**config.mk**
```make
export PLATFORM = sky130hd
export DESIGN_NAME = ov7670_pattern_tx
export DESIGN_NICKNAME = d
export VERILOG_FILES = /design/src/rtl/ov7670_pattern_tx.sv
export SDC_FILE = /design/constraint.sdc
export NUM_CORES = 1
export LEC_CHECK = 0
export CAP_MARGIN = 40
export CORE_MARGIN = 2
export CORE_UTILIZATION = 65
export DETAILED_ROUTE_END_ITERATION = 10
export DONT_BUFFER_PORTS = 1
export HOLD_SLACK_MARGIN = 0.1
export PLACE_DENSITY = 0.92
export SYNTH_ARGS = -nofsm -noshare
export SYNTH_HDL_FRONTEND = slang
export SYNTH_SLANG_ARGS = --single-unit
```
**constraint.sdc**
```tcl
create_clock -name GCLK -period 4 [get_ports GCLK]
set_clock_uncertainty 0.05 [all_clocks]
set_input_delay 0.6 -clock GCLK [delete_from_list [all_inputs] [get_ports GCLK]]
set_output_delay 0.6 -clock GCLK [all_outputs]
set_load 0.03 [all_outputs]
```
**src/rtl/ov7670_pattern_tx.sv**
```systemverilog
// OV7670 sensor bus emulator: drives pclk/vsync/href/d with RGB444 frames carrying
// a selectable test pattern, so the capture path can run without a real sensor.
module ov7670_pattern_tx #(
    parameter int unsigned H_ACTIVE    = 640,
    parameter int unsigned V_ACTIVE    = 480,
    parameter int unsigned H_BLANK     = 144,
    parameter int unsigned VSYNC_LINES = 3,
    parameter int unsigned V_BACK      = 17,
    parameter int unsigned V_FRONT     = 10,
    parameter int unsigned PCLK_DIV    = 4
) (
    input  logic        GCLK,
    input  logic        reset,
    input  logic        enable,
    input  logic [1:0]  pattern_sel,
    input  logic [11:0] solid_rgb,
    output logic        pclk,
    output logic        vsync,
    output logic        href,
    output logic [7:0]  d,
    output logic        frame_done,
    output logic [7:0]  frame_count
);

    localparam int unsigned DIV_W = $clog2(PCLK_DIV);
    localparam logic [DIV_W-1:0] DIV_LAST = DIV_W'(PCLK_DIV - 1);
    localparam logic [DIV_W-1:0] DIV_HALF = DIV_W'(PCLK_DIV / 2);
    localparam logic [15:0] LINE_LAST = 16'(2 * H_ACTIVE + H_BLANK - 1);
    localparam logic [15:0] ACT_BYTES = 16'(2 * H_ACTIVE);

    localparam logic [2:0] S_IDLE   = 3'd0;
    localparam logic [2:0] S_VSYNC  = 3'd1;
    localparam logic [2:0] S_VBACK  = 3'd2;
    localparam logic [2:0] S_ACTIVE = 3'd3;
    localparam logic [2:0] S_VFRONT = 3'd4;

    logic [DIV_W-1:0] div_cnt;
    logic [DIV_W-1:0] div_next;
    logic             tick;

    logic [2:0]  state;
    logic [2:0]  state_next;
    logic [15:0] h_cnt;
    logic [15:0] h_next;
    logic [15:0] line_cnt;
    logic [15:0] line_next;
    logic [15:0] lines_last;
    logic [1:0]  sel_lat;
    logic [1:0]  sel_next;
    logic [11:0] rgb_lat;
    logic [11:0] rgb_next;
    logic        leave_active;

    logic [9:0]  px;
    logic [8:0]  py;
    logic [11:0] pix;
    logic        vsync_next;
    logic        href_next;
    logic [7:0]  d_next;

    // Pixel-clock divider; the tick is the GCLK edge where div_cnt wraps (pclk falling edge)
    always_comb begin
        tick     = (div_cnt == DIV_LAST);
        div_next = tick ? '0 : div_cnt + 1'b1;
    end

    // Line count of the current vertical region, minus one
    always_comb begin
        case (state)
            S_VSYNC:  lines_last = 16'(VSYNC_LINES - 1);
            S_VBACK:  lines_last = 16'(V_BACK - 1);
            S_ACTIVE: lines_last = 16'(V_ACTIVE - 1);
            default:  lines_last = 16'(V_FRONT - 1);
        endcase
    end

    // Next raster position and frame sequencing, applied only on a tick
    always_comb begin
        state_next   = state;
        h_next       = h_cnt;
        line_next    = line_cnt;
        sel_next     = sel_lat;
        rgb_next     = rgb_lat;
        leave_active = 1'b0;
        if (state == S_IDLE) begin
            if (enable) begin
                state_next = S_VSYNC;
                h_next     = '0;
                line_next  = '0;
                sel_next   = pattern_sel;
                rgb_next   = solid_rgb;
            end
        end else if (h_cnt != LINE_LAST) begin
            h_next = h_cnt + 16'd1;
        end else begin
            h_next = '0;
            if (line_cnt != lines_last) begin
                line_next = line_cnt + 16'd1;
            end else begin
                line_next = '0;
                case (state)
                    S_VSYNC:  state_next = S_VBACK;
                    S_VBACK:  state_next = S_ACTIVE;
                    S_ACTIVE: begin
                        state_next   = S_VFRONT;
                        leave_active = 1'b1;
                    end
                    default: begin
                        // Enable is only honoured here, so frames are never truncated
                        if (enable) begin
                            state_next = S_VSYNC;
                            sel_next   = pattern_sel;
                            rgb_next   = solid_rgb;
                        end else begin
                            state_next = S_IDLE;
                        end
                    end
                endcase
            end
        end
    end

    // Pattern colour for the position being entered on this tick
    always_comb begin
        pix = '0;
        px  = h_next[10:1];
        py  = line_next[8:0];
        case (sel_lat)
            2'd0: pix = rgb_lat;
            2'd1: pix = {px[9:6], py[8:5], frame_count[3:0]};
            2'd2: begin
                case (px[9:7])
                    3'd0: pix = 12'hFFF;
                    3'd1: pix = 12'hFF0;
                    3'd2: pix = 12'h0FF;
                    3'd3: pix = 12'h0F0;
                    3'd4: pix = 12'hF0F;
                    3'd5: pix = 12'hF00;
                    3'd6: pix = 12'h00F;
                    default: pix = 12'h000;
                endcase
            end
            default: pix = (px[5] ^ py[5] ^ frame_count[0]) ? 12'hFFF : 12'h000;
        endcase
    end

    // Bus values for the next pclk cycle: R byte first, then {G,B}
    always_comb begin
        vsync_next = (state_next == S_VSYNC);
        href_next  = (state_next == S_ACTIVE) && (h_next < ACT_BYTES);
        d_next     = 8'h00;
        if (href_next) begin
            d_next = h_next[0] ? pix[7:0] : {4'h0, pix[11:8]};
        end
    end

    // Divider and pclk run continuously, including in IDLE
    always_ff @(posedge GCLK) begin
        if (reset) begin
            div_cnt <= '0;
            pclk    <= 1'b0;
        end else begin
            div_cnt <= div_next;
            pclk    <= (div_next >= DIV_HALF);
        end
    end

    // Raster state advances once per pclk period
    always_ff @(posedge GCLK) begin
        if (reset) begin
            state    <= S_IDLE;
            h_cnt    <= '0;
            line_cnt <= '0;
            sel_lat  <= '0;
            rgb_lat  <= '0;
        end else if (tick) begin
            state    <= state_next;
            h_cnt    <= h_next;
            line_cnt <= line_next;
            sel_lat  <= sel_next;
            rgb_lat  <= rgb_next;
        end
    end

    // Registered bus outputs plus end-of-frame pulse and counter
    always_ff @(posedge GCLK) begin
        if (reset) begin
            vsync       <= 1'b0;
            href        <= 1'b0;
            d           <= 8'h00;
            frame_done  <= 1'b0;
            frame_count <= 8'h00;
        end else begin
            frame_done <= tick & leave_active;
            if (tick) begin
                vsync <= vsync_next;
                href  <= href_next;
                d     <= d_next;
                if (leave_active) begin
                    frame_count <= frame_count + 8'd1;
                end
            end
        end
    end

endmodule

```
* Word-level counts from Yosys, hierarchy flattened
Index checks and enable logic that the tools add are counted.
Widths: inputs -> output; s select.
** Word-level totals
- Register bits after elaboration :: 71
- Bits in latches :: 0
- Memory bits (writable) :: 0
- ROM bits :: 0
- Input bits :: 17
- Output and inout bits :: 20
- Word-level logic and storage cells :: 84
- Memories kept :: 0
** Operators by class
- Add/sub/neg operators :: 4
- Multipliers :: 0
- Div/mod/pow operators :: 0
- Magnitude comparators :: 2
- Equal/unequal tests :: 20
- Shift operators :: 0
- Mux-type cells :: 34
- Bitwise logic cells :: 3
- Reduce and logical (&&, ||, !) cells :: 8
** Operators with widths (number)
- $mux 16 :: 7
- $pmux 12 s7 :: 1
- $mux 12 :: 6
- $pmux 12 s3 :: 1
- $add 16x1->16 const B :: 2
- $pmux 9 s3 :: 1
- $lt 16x11->1 const B :: 1
- $mux 8 :: 2
- $ne 16x11->1 const B :: 1
- $ne 16x16->1 :: 1
- $eq 3x2->1 const B :: 5
- $mux 2 :: 6
- $mux 3 :: 4
- $eq 3x1->1 const B :: 3
- $eq 3x3->1 const B :: 3
- $pmux 3 s3 :: 1
- $add 8x1->8 const B :: 1
- $logic_not 3->1 :: 2
- $ne 2x2->1 const B :: 3
- $mux 1 :: 5
- $eq 2x2->1 const B :: 2
- $reduce_and 4->1 :: 1
- $reduce_and 3->1 :: 1
- $reduce_or 3->1 :: 1
- 9 further kinds :: 10

* Longest topological paths before layout
Gate-level depths: netlist (run 1).
- Depth in word-level cells :: 12
- Mapped depth :: 11
- Mapped depth without buffers :: 9

* Worst setup path before layout (run 1)
Ideal clock, no wire load.
- Path type :: reg-to-reg
- From :: register line_cnt[6]
- To :: register rgb_lat[10]
- Library setup time :: 0.128 ns
- Arrival :: 2.425 ns
- Data required time :: 3.822 ns
- Setup slack :: 1.397 ns
- Cell stages (with the launch flop) :: 11
- Path buffers :: 2
- Clock period less this slack :: 2.603 ns
- Path through :: dfxtp_1 -> buf_6 -> or4_1 -> mux2i_1 -> o2111ai_2 -> nor3_2 -> a21oi_1 -> nor2_2 -> buf_6 -> mux2i_1 -> nor2_1
** Between the ends
- Longest elaborated chain between the ends :: 3
** Ends and longest elaborated chain
- from (decl) :: RTL line 45 : logic [15:0] line_cnt;
- from (signal assigned) :: RTL line 179 : line_cnt <= line_next;
- $ne 16x16->1 :: RTL line 97 : if (line_cnt != lines_last) begin
- $ne 2x2->1 (no line)
- $reduce_and 4->1 (no line)
- to (signal assigned) :: RTL line 181 : rgb_lat <= rgb_next;
- to (decl) :: RTL line 50 : logic [11:0] rgb_lat;
Every way passes these cells.
A chain may end at the register's enable or synchronous reset.

* Worst setup path in the final report (run 1)
- From :: register state[2]
- To :: register rgb_lat[0]
** Between the ends
- Longest elaborated chain between the ends :: 5
- Elaborated cells on any way between the ends :: 12
- Classes of those cells :: 7 x eq/ne; 2 x mux; 3 x reduce/logical
** Ends and longest elaborated chain
- from (decl) :: RTL line 41 : logic [2:0] state;
- from (signal assigned) :: RTL line 177 : state <= state_next;
- $eq 3x2->1 / $eq 3x1->1 (equally long branches) :: RTL line 69, 101
- $pmux 9 s3 :: RTL line 69 : case (state)
- $ne 16x16->1 :: RTL line 97
- $ne 2x2->1 (no line)
- $reduce_and 4->1 (no line)
Several ways; a longest one is shown, not always the timed one.

==> results.sh, run 1 <==
export IMPL_yosysMostFrequentCell="dfxtp_1"
export IMPL_setup_viol=0
export IMPL_ant_nets=0
export IMPL_cap_violations=0
export IMPL_clkSlewWorstSetupHoldPaths_ns=0.09
export IMPL_synth_mux_area_frac=0.0475
export IMPL_core_region_area_um2=5920
export IMPL_yosys_area_share_simple=0.266
export IMPL_ios=37
export IMPL_synth_cells=499
export IMPL_wirelength_um=10600
export IMPL_combPwrFrac=0.052
export IMPL_synth_seq_area_share=0.350
export IMPL_postCtsHoldBufs=0
export IMPL_cts_tree="yes"
export IMPL_cts_inserted_buffers=9
export IMPL_gr_total_overflow=0
export IMPL_timing_slew_headroom=0.420
export IMPL_cts_root_buffer="clkbuf_8"
export IMPL_cp_required_ns=4.20
export IMPL_min_delay_start="reset"
export IMPL_die_height_um=82.5
export IMPL_synth_edf_count=0
export IMPL_synth_nets=520
export IMPL_hold_depth=1
export IMPL_clk_latency_ns=0.36
export IMPL_area_delta_synth_final_pct=4.81
export IMPL_grt_pass1_vias=3681
export IMPL_dp_slack_ns=0.820
export IMPL_synth_cell_type_count=68
export IMPL_synth_common_cells="dfxtp_1 (70), nor2_1 (68), nand2_1 (43)"
export IMPL_antenna_cells=0
export IMPL_wl_per_cell_um=18.8
export IMPL_min_path_type="in -> reg"
export IMPL_setup_tns_ns=0
export IMPL_fin_crit_sh=0.826
export IMPL_dpl_hpwl_um=7090
export IMPL_ir_drop_v=0.000320
export IMPL_start_kind="register"
export IMPL_fin_crit_ns=3.30
export IMPL_port_buffers=0
export IMPL_cellLeakagePower_uw=0.00149
export IMPL_drive_gt1_frac=0.0840
export IMPL_ys_warn_count=0
export IMPL_yosysTopAreaCell="dfxtp_1"
export IMPL_synth_top_family_by_area="simple AND/OR/NAND/NOR gates"
export IMPL_drt_iter0_markers=631
export IMPL_fillCellCount=407
export IMPL_vias=3972
export IMPL_worst_slack_ns=0.697
export IMPL_p_per_area_nw_per_um2=364
export IMPL_cts_sinks=70
export IMPL_gp_congestion=0.961
export IMPL_drc_errors=0
export IMPL_ctsResizeCount=0
export IMPL_p_int_uw=1170
export IMPL_switching_share=0.235
export IMPL_worstReg2RegStart="state[2]$_SDFFE_PP0P_"
export IMPL_setup_worst_path_end_class="register"
export IMPL_async_flop_share=0
export IMPL_synthXorXnorAreaFrac=0.0547
export IMPL_synth_area_leaders="dfxtp_1 (35%), nor2_1 (6.4%), mux2i_1 (4.8%)"
export IMPL_arrival_ns=3.50
export IMPL_status="finished, final reports clean"
export IMPL_r2r_end="rgb_lat[0]$_SDFFE_PP0P_"
export IMPL_cp_max_fo=16
export IMPL_whs_ns=0.250
export IMPL_track_usage=0.337
export IMPL_finalHoldViolCount=0
export IMPL_grt_pass1_wl_um=17700
export IMPL_rsz0062_at_grt="no"
export IMPL_p_clk_frac=0.478
export IMPL_hold_end="frame_count[6]$_SDFFE_PP0P_"
export IMPL_cts_htree_levels=3
export IMPL_rows=28
export IMPL_grt_max_degree=46
export IMPL_synthAdderAreaFrac=0.0125
export IMPL_worstMarginPinSlew_ns=0.869
export IMPL_die_area_um2=6800
export IMPL_synth_compound_area_share=0.214
export IMPL_fmax_mhz=303
export IMPL_die_w_um=82.5
export IMPL_synth_top_area_frac=0.350
export IMPL_synth_area_per_cell_um2=8.02
export IMPL_total_power_uw=1530
export IMPL_synth_area_um2=4000
export IMPL_rr_worst_depth=8
export IMPL_drv_slew=0
export IMPL_p_seq_frac=0.470
export IMPL_switchingPower_uw=358
export IMPL_nets=504
export IMPL_initial_core_util=0.676
export IMPL_post_drt_via_cell_ratio=7.06
export IMPL_crit_type="reg -> reg"
export IMPL_ff_latch_area_um2=1400
export IMPL_ys_ff_latch=70
export IMPL_ys_flop_type="dfxtp_1"
export IMPL_clock_path_buffers=2
export IMPL_multiInputGateArea_um2=2380
export IMPL_antenna_found_initial=0
export IMPL_r2r_slack_ns=0.70
export IMPL_cts_setup_buffers=0
export IMPL_dr_pass1_iters=6
==> worst max-delay path, cell delays in order, from the launching register on <==
cell       delay, ns
dfxtp_1         0.67
o21ba_2         0.25
o32ai_1         0.29
o2111ai_2       0.24
nor3_2          0.49
a21oi_1         0.15
nor2_2          0.69
mux2i_1         0.30
nor2_1          0.06
==> layer usage <==
metal  track usage  routed length, um  vias up
met5             0                  0        -
met4         0.217                557        0
met3        0.0804               1050       67
met2         0.520               4880      295
met1         0.421               4090     1823
li1              -                  -     1787
==> worst max-delay path by stage <==
stage | startpoint | endpoint | slack [ns] | depth (start not counted)
after floorplan | line_cnt[6]$_SDFFE_PP0P_ | rgb_lat[10]$_SDFFE_PP0P_ | 1.40 | 10
after global placement | line_cnt[6]$_SDFFE_PP0P_ | rgb_lat[5]$_SDFFE_PP0P_ | 1.05 | 8
after detailed placement | state[2]$_SDFFE_PP0P_ | rgb_lat[5]$_SDFFE_PP0P_ | 0.82 | 8
after CTS | state[2]$_SDFFE_PP0P_ | rgb_lat[0]$_SDFFE_PP0P_ | 0.75 | 8
after global routing | state[2]$_SDFFE_PP0P_ | rgb_lat[0]$_SDFFE_PP0P_ | 0.47 | 8
final | state[2]$_SDFFE_PP0P_ | rgb_lat[0]$_SDFFE_PP0P_ | 0.70 | 8
==> layout make-up <==
class | instances | area share
clock buffers | 10 | 0.0328
repair buffers | 6 | 0.0107
flip-flops and latches | 70 | 0.334
clock inverters | 6 | 0.0274
well taps | 75 | 0.0224
multi-input cells | 390 | 0.567
inverters | 6 | 0.00537
==> stage by stage <==
stage,instance area (um2),cells,util
2_1_floorplan,4000,499,-
3_3_place_gp,3940,546,0.665
3_5_place_dp,3940,547,0.666
4_1_cts,4200,563,0.709
5_1_grt,4200,563,0.709
6_report,4200,563,0.709
==> placed cells by master (no fill, tap or decap), types with 9 or more instances in the layout <==
cell type	instances
a21o_1	11
a21oi_1	29
and3_1	9
clkbuf_8	10
dfxtp_1	70
mux2i_1	19
nand2_1	43
nand3_1	14
nand4_1	18
nor2_1	68
nor3_1	24
o21ai_0	32
o31ai_1	14
or3_1	9
xor2_1	19
==> cells by family after synthesis <==
family          count (synthesis)
buf+inv                        39
xor+xnor                       25
fa+ha+maj                       4
simple gates                  215
mux                            19
flops                          70
compound gates                127
==> registers in the layout, indices dropped and copies added, names as in the netlist <==
name / count
d: 8
div_cnt: 1
frame_count: 8
frame_done: 1
h_cnt: 16
href: 1
line_cnt: 16
pclk: 1
rgb_lat: 12
sel_lat: 2
state: 3
vsync: 1
==> power by group through the flow <==
stage	clock network, uW	logic [uW]	registers, uW
floorplan	0	69.9	728
global route	754	87.1	718
CTS	723	77.0	717
global placement	0	71.4	732
detailed placement	0	75.1	733
finish	729	79.8	717
(Power assumes the default switching activity.)
==> inputs of run 2 (changes only) <==
- ABC_AREA: unset -> 1
- CORE_UTILIZATION: 65 -> 64
- PLACE_DENSITY: 0.92 -> 0.91
- clock period: 4 -> 3.32 ns (I/O delays scaled with it)
==> run 2 against run 1 <==
  * Sequential power grew 21%
  * Count of clock-buffer cells in the layout did not move
  * Final cell count rose by 23%
  * Non-clock buffer count shrank 6
  * Total power rose by 15%
  * Sequential share of layout area fell by 0.58 points
  * Wire length shrank 4.7%
  * Register-to-register slack improved by 0.18 ns
  * First-iteration DRC count fell by 40%
  * Synthesized cell count rose by 24%
==> results.sh, run 2 <==
export IMPL_status="finished, final reports clean"
export IMPL_synth_nets=639
export IMPL_ios=37
export IMPL_cts_inserted_buffers=9
export IMPL_port_buffers=0
export IMPL_area_delta_synth_final_pct=6.39
export IMPL_fmax_mhz=410
export IMPL_route_met3_wl_um=756
export IMPL_p_clk_frac=0.445
export IMPL_arrival_ns=2.68
export IMPL_synth_cell_type_count=41
export IMPL_gp_congestion=0.944
export IMPL_total_power_uw=1760
export IMPL_cts_setup_buffers=0
export IMPL_p_per_area_nw_per_um2=412
export IMPL_die_area_um2=6920
export IMPL_synth_cells=618
export IMPL_drt_iter0_markers=379
export IMPL_worstMarginPinSlew_ns=0.732
export IMPL_min_path_type="in -> reg"
export IMPL_route_met2_wl_um=4720
export IMPL_synth_area_leaders="dfxtp_1 (35%), nand2_1 (16%), nor2_1 (8.4%)"
export IMPL_largestRegisters="h_cnt (16), line_cnt (16), rgb_lat (12)"
export IMPL_grt_max_degree=28
export IMPL_cp_required_ns=3.56
export IMPL_nets=636
export IMPL_rsz0062_at_grt="no"
export IMPL_switchingPower_uw=446
export IMPL_drv_slew=0
export IMPL_cts_root_buffer="clkbuf_8"
export IMPL_grt_pass1_vias=3679
export IMPL_synth_top_area_frac=0.349
export IMPL_dp_slack_ns=0.953
export IMPL_fin_crit_ns=2.44
export IMPL_postCtsHoldBufs=0
export IMPL_cap_violations=0
export IMPL_final_cell_count_no_fill=695
export IMPL_synth_common_cells="nand2_1 (173), nor2_1 (90), dfxtp_1 (70)"
export IMPL_rows=28
export IMPL_core_region_area_um2=5990
export IMPL_initial_core_util=0.670
export IMPL_clock_path_buffers=2
export IMPL_worst_slack_ns=0.881
export IMPL_p_int_uw=1310
export IMPL_cts_tree="yes"
export IMPL_timing_slew_headroom=0.510
export IMPL_cp_max_fo=5
export IMPL_drt_met1_wl_um=4380
export IMPL_top_layer_used="met4"
export IMPL_ys_warn_count=0
export IMPL_ys_ff_latch=70
export IMPL_post_drt_via_cell_ratio=5.84
export IMPL_dpl_cell_count=679
export IMPL_vias=4058
export IMPL_switching_share=0.254
export IMPL_cts_htree_levels=3
export IMPL_ys_flop_type="dfxtp_1"
export IMPL_p_seq_frac=0.491
export IMPL_ir_drop_v=0.000331
export IMPL_yosysMostFrequentCell="nand2_1"
export IMPL_fin_crit_sh=0.735
export IMPL_setup_tns_ns=0
export IMPL_finalHoldViolCount=0
export IMPL_antenna_found_initial=0
export IMPL_combPwrFrac=0.064
export IMPL_gr_total_overflow=0
export IMPL_clk_latency_ns=0.36
export IMPL_die_w_um=83.2
export IMPL_final_cell_mix="nand2_1 (173), nor2_1 (90), dfxtp_1 (70), inv_1 (64), nand3_1 (45)"
export IMPL_async_flop_share=0
export IMPL_track_usage=0.295
export IMPL_synth_area_um2=4010
export IMPL_clkSlewWorstSetupHoldPaths_ns=0.08
export IMPL_start_kind="register"
export IMPL_synth_edf_count=0
export IMPL_dpl_hpwl_um=7460
export IMPL_drive_gt1_frac=0.0823
export IMPL_ant_nets=0
export IMPL_crit_type="reg -> reg"
export IMPL_wl_per_cell_um=14.5
export IMPL_ctsResizeCount=0
export IMPL_synth_seq_area_share=0.349
export IMPL_cts_sinks=70
export IMPL_grt_pass1_wl_um=16900
export IMPL_synth_area_per_cell_um2=6.49
export IMPL_final_common_cell="nand2_1"
export IMPL_dr_pass1_iters=5
export IMPL_ff_latch_area_um2=1400
export IMPL_drc_errors=0
export IMPL_cellLeakagePower_uw=0.00173
export IMPL_setup_viol=0
export IMPL_wirelength_um=10100
export IMPL_yosysTopAreaCell="dfxtp_1"
export IMPL_antenna_cells=0
export IMPL_setup_worst_path_end_class="register"
export IMPL_fillCellCount=489
export IMPL_die_height_um=83.2
export IMPL_multiInputGateArea_um2=2290
==> run 2: cell types whose count changed after synthesis, sizes merged, moves of 13 or more <==
cell	delta
inv	+64
mux2i	-19
nand2	+137
nand3	+35
nor2	+31
nor3	-13
o31ai	-15
xor2	-13
==> run 2: critical path: stages (launching register included) <==
cell      delay (ns)
dfxtp_1         0.37
ha_1            0.18
nand2_1         0.11
inv_1           0.13
nand2_1         0.06
nor2_1          0.12
nand2_1         0.08
nand2_2         0.11
inv_1           0.16
o211ai_1        0.18
nand3_1         0.13
nor2_1          0.28
nand4_2         0.22
o21ai_1         0.19
==> run 2: path summary, 6_finish.rpt <==
check                        startpoint                    end  slack (ns)  cells after the start
hold / removal                    reset        pclk$_SDFF_PP0_        0.15                      1
hold reg to reg   div_cnt[0]$_SDFF_PP0_  div_cnt[0]$_SDFF_PP0_        0.37                      1
setup reg to reg  h_cnt[0]$_SDFFE_PP0P_      d[3]$_SDFFE_PP0P_        0.88                     13
setup / recovery  h_cnt[0]$_SDFFE_PP0P_      d[3]$_SDFFE_PP0P_        0.88                     13
==> run 2: routing by layer <==
layer  up-vias  GRT usage
met5         -          0
met4         0      0.103
met3        28     0.0755
met2       207      0.487
met1      1807      0.374
li1       2016          -
==> run 2: power by group through the flow <==
| stage | clock, uW | combinational (uW) | sequential [uW] |
|---|---|---|---|
| 3_3_place_gp | 0 | 106 | 883 |
| 4_1_cts | 786 | 109 | 863 |
| 6_report | 782 | 112 | 864 |
| 5_1_grt | 815 | 125 | 865 |
| 3_5_place_dp | 0 | 109 | 883 |
| 2_1_floorplan | 0 | 90.9 | 881 |
==> run 2: area by class of cell <==
class                   count  area share
flip-flops and latches     70       0.328
multi-input cells         464       0.536
inverters                  70      0.0615
clock inverters             6      0.0220
well taps                  75      0.0220
clock buffers              10      0.0299
==> run 2: metrics by stage <==
| step | hold slack (ns) | utilization | area [um2] |
|---|---|---|---|
| 3_3_place_gp | 0.357 | 0.676 | 4050 |
| 2_1_floorplan | 0.347 | - | 4010 |
| 3_5_place_dp | 0.362 | 0.676 | 4050 |
| 5_1_grt | 0.144 | 0.713 | 4270 |
| 4_1_cts | 0.146 | 0.713 | 4270 |
| 6_report | 0.152 | 0.713 | 4270 |
==> run 2: kinds of logic (layout without fill, tap and decap cells) <==
| group | count (synthesis) | count (layout) | share of synthesized area |
|---|---|---|---|
| xor gates and xnor gates | 6 | 6 | 0.0131 |
| DFF | 70 | 70 | 0.349 |
| and+or+nand+nor | 362 | 362 | 0.405 |
| buffers and inverters | 84 | 86 | 0.0801 |
| AOI/OAI and AO/OA | 92 | 92 | 0.140 |
| adders and majority gates | 4 | 4 | 0.0125 |
==> inputs of run 3 (changes only) <==
- ABC_AREA: 1 -> 0
- CORE_UTILIZATION: 64 -> 58
- PLACE_DENSITY: 0.91 -> 0.87
- clock period: 3.32 -> 2 ns (I/O delays scaled with it)
==> run 3 against run 2 <==
  * The flow now stops in 5_1_grt
  * Synthesized area decreased by 0.25%
  * Synthesized cell count decreased by 19%
==> results.sh, run 3 <==
export IMPL_synth_area_per_cell_um2=8.02
export IMPL_lastStage="5_1_grt"
export IMPL_ys_flop_type="dfxtp_1"
export IMPL_grt_max_degree=42
export IMPL_die_w_um=87.1
export IMPL_die_height_um=87.1
export IMPL_dpl_instance_area_um2=4890
export IMPL_synth_cell_type_count=68
export IMPL_dp_slack_ns=-0.635
export IMPL_initial_core_util=0.596
export IMPL_ys_warn_count=0
export IMPL_yosysMostFrequentCell="dfxtp_1"
export IMPL_synth_area_leaders="dfxtp_1 (35%), nor2_1 (6.4%), mux2i_1 (4.8%)"
export IMPL_async_flop_share=0
export IMPL_synth_nets=520
export IMPL_status="did not finish"
export IMPL_cts_htree_levels=3
export IMPL_cts_sinks=70
export IMPL_dpl_hpwl_um=9230
export IMPL_synth_seq_area_share=0.350
export IMPL_ios=37
export IMPL_synth_edf_count=0
export IMPL_clock_path_buffers=2
export IMPL_synth_top_area_frac=0.350
export IMPL_synth_area_um2=4000
export IMPL_gp_congestion=1.07
export IMPL_cts_inserted_buffers=9
export IMPL_endpoint_type="sequential cell input"
export IMPL_ys_ff_latch=70
export IMPL_rows=30
export IMPL_grt_worst_endpoint="d[5]$_SDFFE_PP0P_/D"
export IMPL_yosysTopAreaCell="dfxtp_1"
export IMPL_gr_total_overflow=62
export IMPL_port_buffers=0
export IMPL_cts_root_buffer="clkbuf_8"
export IMPL_track_usage=0.771
export IMPL_synth_common_cells="dfxtp_1 (70), nor2_1 (68), nand2_1 (43)"
export IMPL_error_line="[ERROR GRT-0232] Routing congestion too high. Check the congestion heatmap in the GUI."
export IMPL_synth_cells=499
-- run 3: kinds of logic after synthesis --
kind of cell,count (synthesis),share of synthesized area
AO/OA/AOI/OAI,127,0.214
XOR/XNOR,25,0.0547
adder cells (fa/ha/maj),4,0.0125
buffers and inverters,39,0.0553
flip-flops,70,0.350
multiplexers,19,0.0475
AND/OR/NAND/NOR,215,0.266
-- run 3: per-stage QoR --
step / instances / hold WS [ns]
3_5_place_dp: 665 / 0.328
4_1_cts: 724 / 0.105
3_3_place_gp: 665 / 0.323
2_1_floorplan: 499 / 0.352
-- run 3: per-layer routing --
metal	overflow	GRT usage
met2	33	0.956
met5	0	0.0559
met1	0	0.760
met4	29	0.845
met3	0	0.583
-- run 3: what timing repair did --
item | in CTS
endpoints found under the hold margin | 41
setup endpoints to repair | 68
hold buffers | 15
gates resized for setup | 106
gates cloned | 2
pin swaps | 36
setup buffers | 26
==> inputs of run 4 (changes only) <==
- CORE_UTILIZATION: 58 -> 40
- HOLD_SLACK_MARGIN: 0.1 -> unset
- PLACE_DENSITY: 0.87 -> unset
- PLACE_DENSITY_LB_ADDON: unset -> 0.15
- clock period: 2 -> 2.6 ns (I/O delays scaled with it)
==> run 4 against run 3 <==
  * The flow now finishes without violations
==> results.sh, run 4 (synthesis results as in run 1) <==
export IMPL_largestRegisters="h_cnt (16), line_cnt (16), rgb_lat (12)"
export IMPL_die_w_um=104
export IMPL_cts_tree="yes"
export IMPL_cts_inserted_buffers=9
export IMPL_cap_violations=0
export IMPL_p_seq_frac=0.494
export IMPL_crit_type="reg -> reg"
export IMPL_status="finished, final reports clean"
export IMPL_worstMarginPinSlew_ns=0.693
export IMPL_fmax_mhz=392
export IMPL_p_int_uw=1670
export IMPL_grt_max_degree=46
export IMPL_clkSlewWorstSetupHoldPaths_ns=0.08
export IMPL_ir_drop_v=0.000336
export IMPL_die_height_um=104
export IMPL_wl_per_cell_um=16.7
export IMPL_postCtsHoldBufs=0
export IMPL_min_path_type="in -> reg"
export IMPL_worst_slack_ns=0.0480
export IMPL_core_region_area_um2=9730
export IMPL_die_area_um2=10800
export IMPL_fin_crit_sh=0.982
export IMPL_switchingPower_uw=546
export IMPL_clock_path_buffers=2
export IMPL_timing_slew_headroom=0.536
export IMPL_port_buffers=0
export IMPL_antenna_cells=0
export IMPL_total_power_uw=2220
export IMPL_p_per_area_nw_per_um2=444
export IMPL_drive_gt1_frac=0.259
export IMPL_gp_congestion=0.895
export IMPL_final_cell_mix="buf_4 (69), nor2_1 (66), dfxtp_1 (61), nand2_1 (43), o21ai_0 (30)"
export IMPL_nets=571
export IMPL_wirelength_um=11500
export IMPL_cellLeakagePower_uw=0.00184
export IMPL_vias=3918
export IMPL_start_kind="register"
export IMPL_grt_pass1_wl_um=18600
export IMPL_drv_slew=0
export IMPL_dpl_hpwl_um=8370
export IMPL_whs_ns=0.0351
export IMPL_cts_htree_levels=3
export IMPL_final_cell_count_no_fill=688
export IMPL_grt_pass1_vias=3659
export IMPL_area_delta_synth_final_pct=24.8
export IMPL_rows=36
export IMPL_antenna_found_initial=0
export IMPL_fin_crit_ns=2.55
export IMPL_clk_latency_ns=0.35
export IMPL_cts_sinks=70
export IMPL_dp_slack_ns=-0.144
export IMPL_rsz0062_at_grt="yes"
export IMPL_cp_max_fo=3
export IMPL_p_clk_frac=0.435
export IMPL_setup_viol=0
export IMPL_ios=37
export IMPL_dr_pass1_iters=5
export IMPL_arrival_ns=2.80
export IMPL_initial_core_util=0.411
export IMPL_drt_iter0_markers=195
export IMPL_combPwrFrac=0.071
export IMPL_track_usage=0.213
export IMPL_ant_nets=0
export IMPL_post_drt_via_cell_ratio=5.69
export IMPL_cts_root_buffer="clkbuf_8"
export IMPL_setup_worst_path_end_class="register"
export IMPL_gr_total_overflow=0
export IMPL_dpl_cell_count=666
export IMPL_finalHoldViolCount=0
export IMPL_cp_required_ns=2.85
export IMPL_switching_share=0.247
export IMPL_final_common_cell="buf_4"
export IMPL_drc_errors=0
-- run 4: worst paths after layout --
check        depth (start not counted)             startpoint  slack, ns               endpoint
max                                  8  h_cnt[5]$_SDFFE_PP0P_       0.05      d[4]$_SDFFE_PP0P_
min                                  1                  reset       0.04  state[1]$_SDFFE_PP0P_
max reg2reg                          8  h_cnt[5]$_SDFFE_PP0P_       0.05      d[4]$_SDFFE_PP0P_
min reg2reg                          1  div_cnt[0]$_SDFF_PP0_       0.37  div_cnt[0]$_SDFF_PP0_
-- run 4: cell type report --
type / count / area [um2]
fillers: 979 / 4740
inverters: 6 / 22.5
flip-flops and latches: 70 / 1420
repair buffers: 73 / 572
clock buffers: 12 / 165
well taps: 133 / 166
clock inverters: 4 / 53.8
multi-input cells: 390 / 2600
-- run 4: what timing repair did --
item                                    CTS  global route
pin swaps                                10            23
endpoints found under the setup margin    8            12
buffers inserted                          5             3
gates resized for setup                  11            42
-- run 4: metal layers --
| layer | part of all wire | GRT usage |
|---|---|---|
| met1 | 0.43 | 0.265 |
| met3 | 0.053 | 0.0495 |
| met5 | 0 | 0 |
| met2 | 0.49 | 0.356 |
| met4 | 0.026 | 0.0811 |
-- run 4: through the flow --
step	instance area, um2	util	TNS (ns)
floorplan	4000	-	-0.0299
global placement	4490	0.461	-0.449
detailed placement	4490	0.461	-0.466
CTS	4780	0.491	-0.00171
global route	4990	0.513	-0.127
finish	4990	0.513	0
-- run 4: power by group through the flow --
stage,logic (uW),clock network [uW],registers [uW]
after floorplan,107,0,1120
after global placement,141,0,1120
after detailed placement,143,0,1120
after CTS,144,983,1100
after global routing,170,1020,1100
final,157,963,1100
-- run 4: worst max-delay path: stages (launching register included) --
cell and delay, ns:
dfxtp_4 0.37, nor4_4 0.29, nand3_2 0.13, or4_4 0.57
o311ai_4 0.39, buf_4 0.18, nor2_2 0.03, or3_1 0.36
o21ai_1 0.12
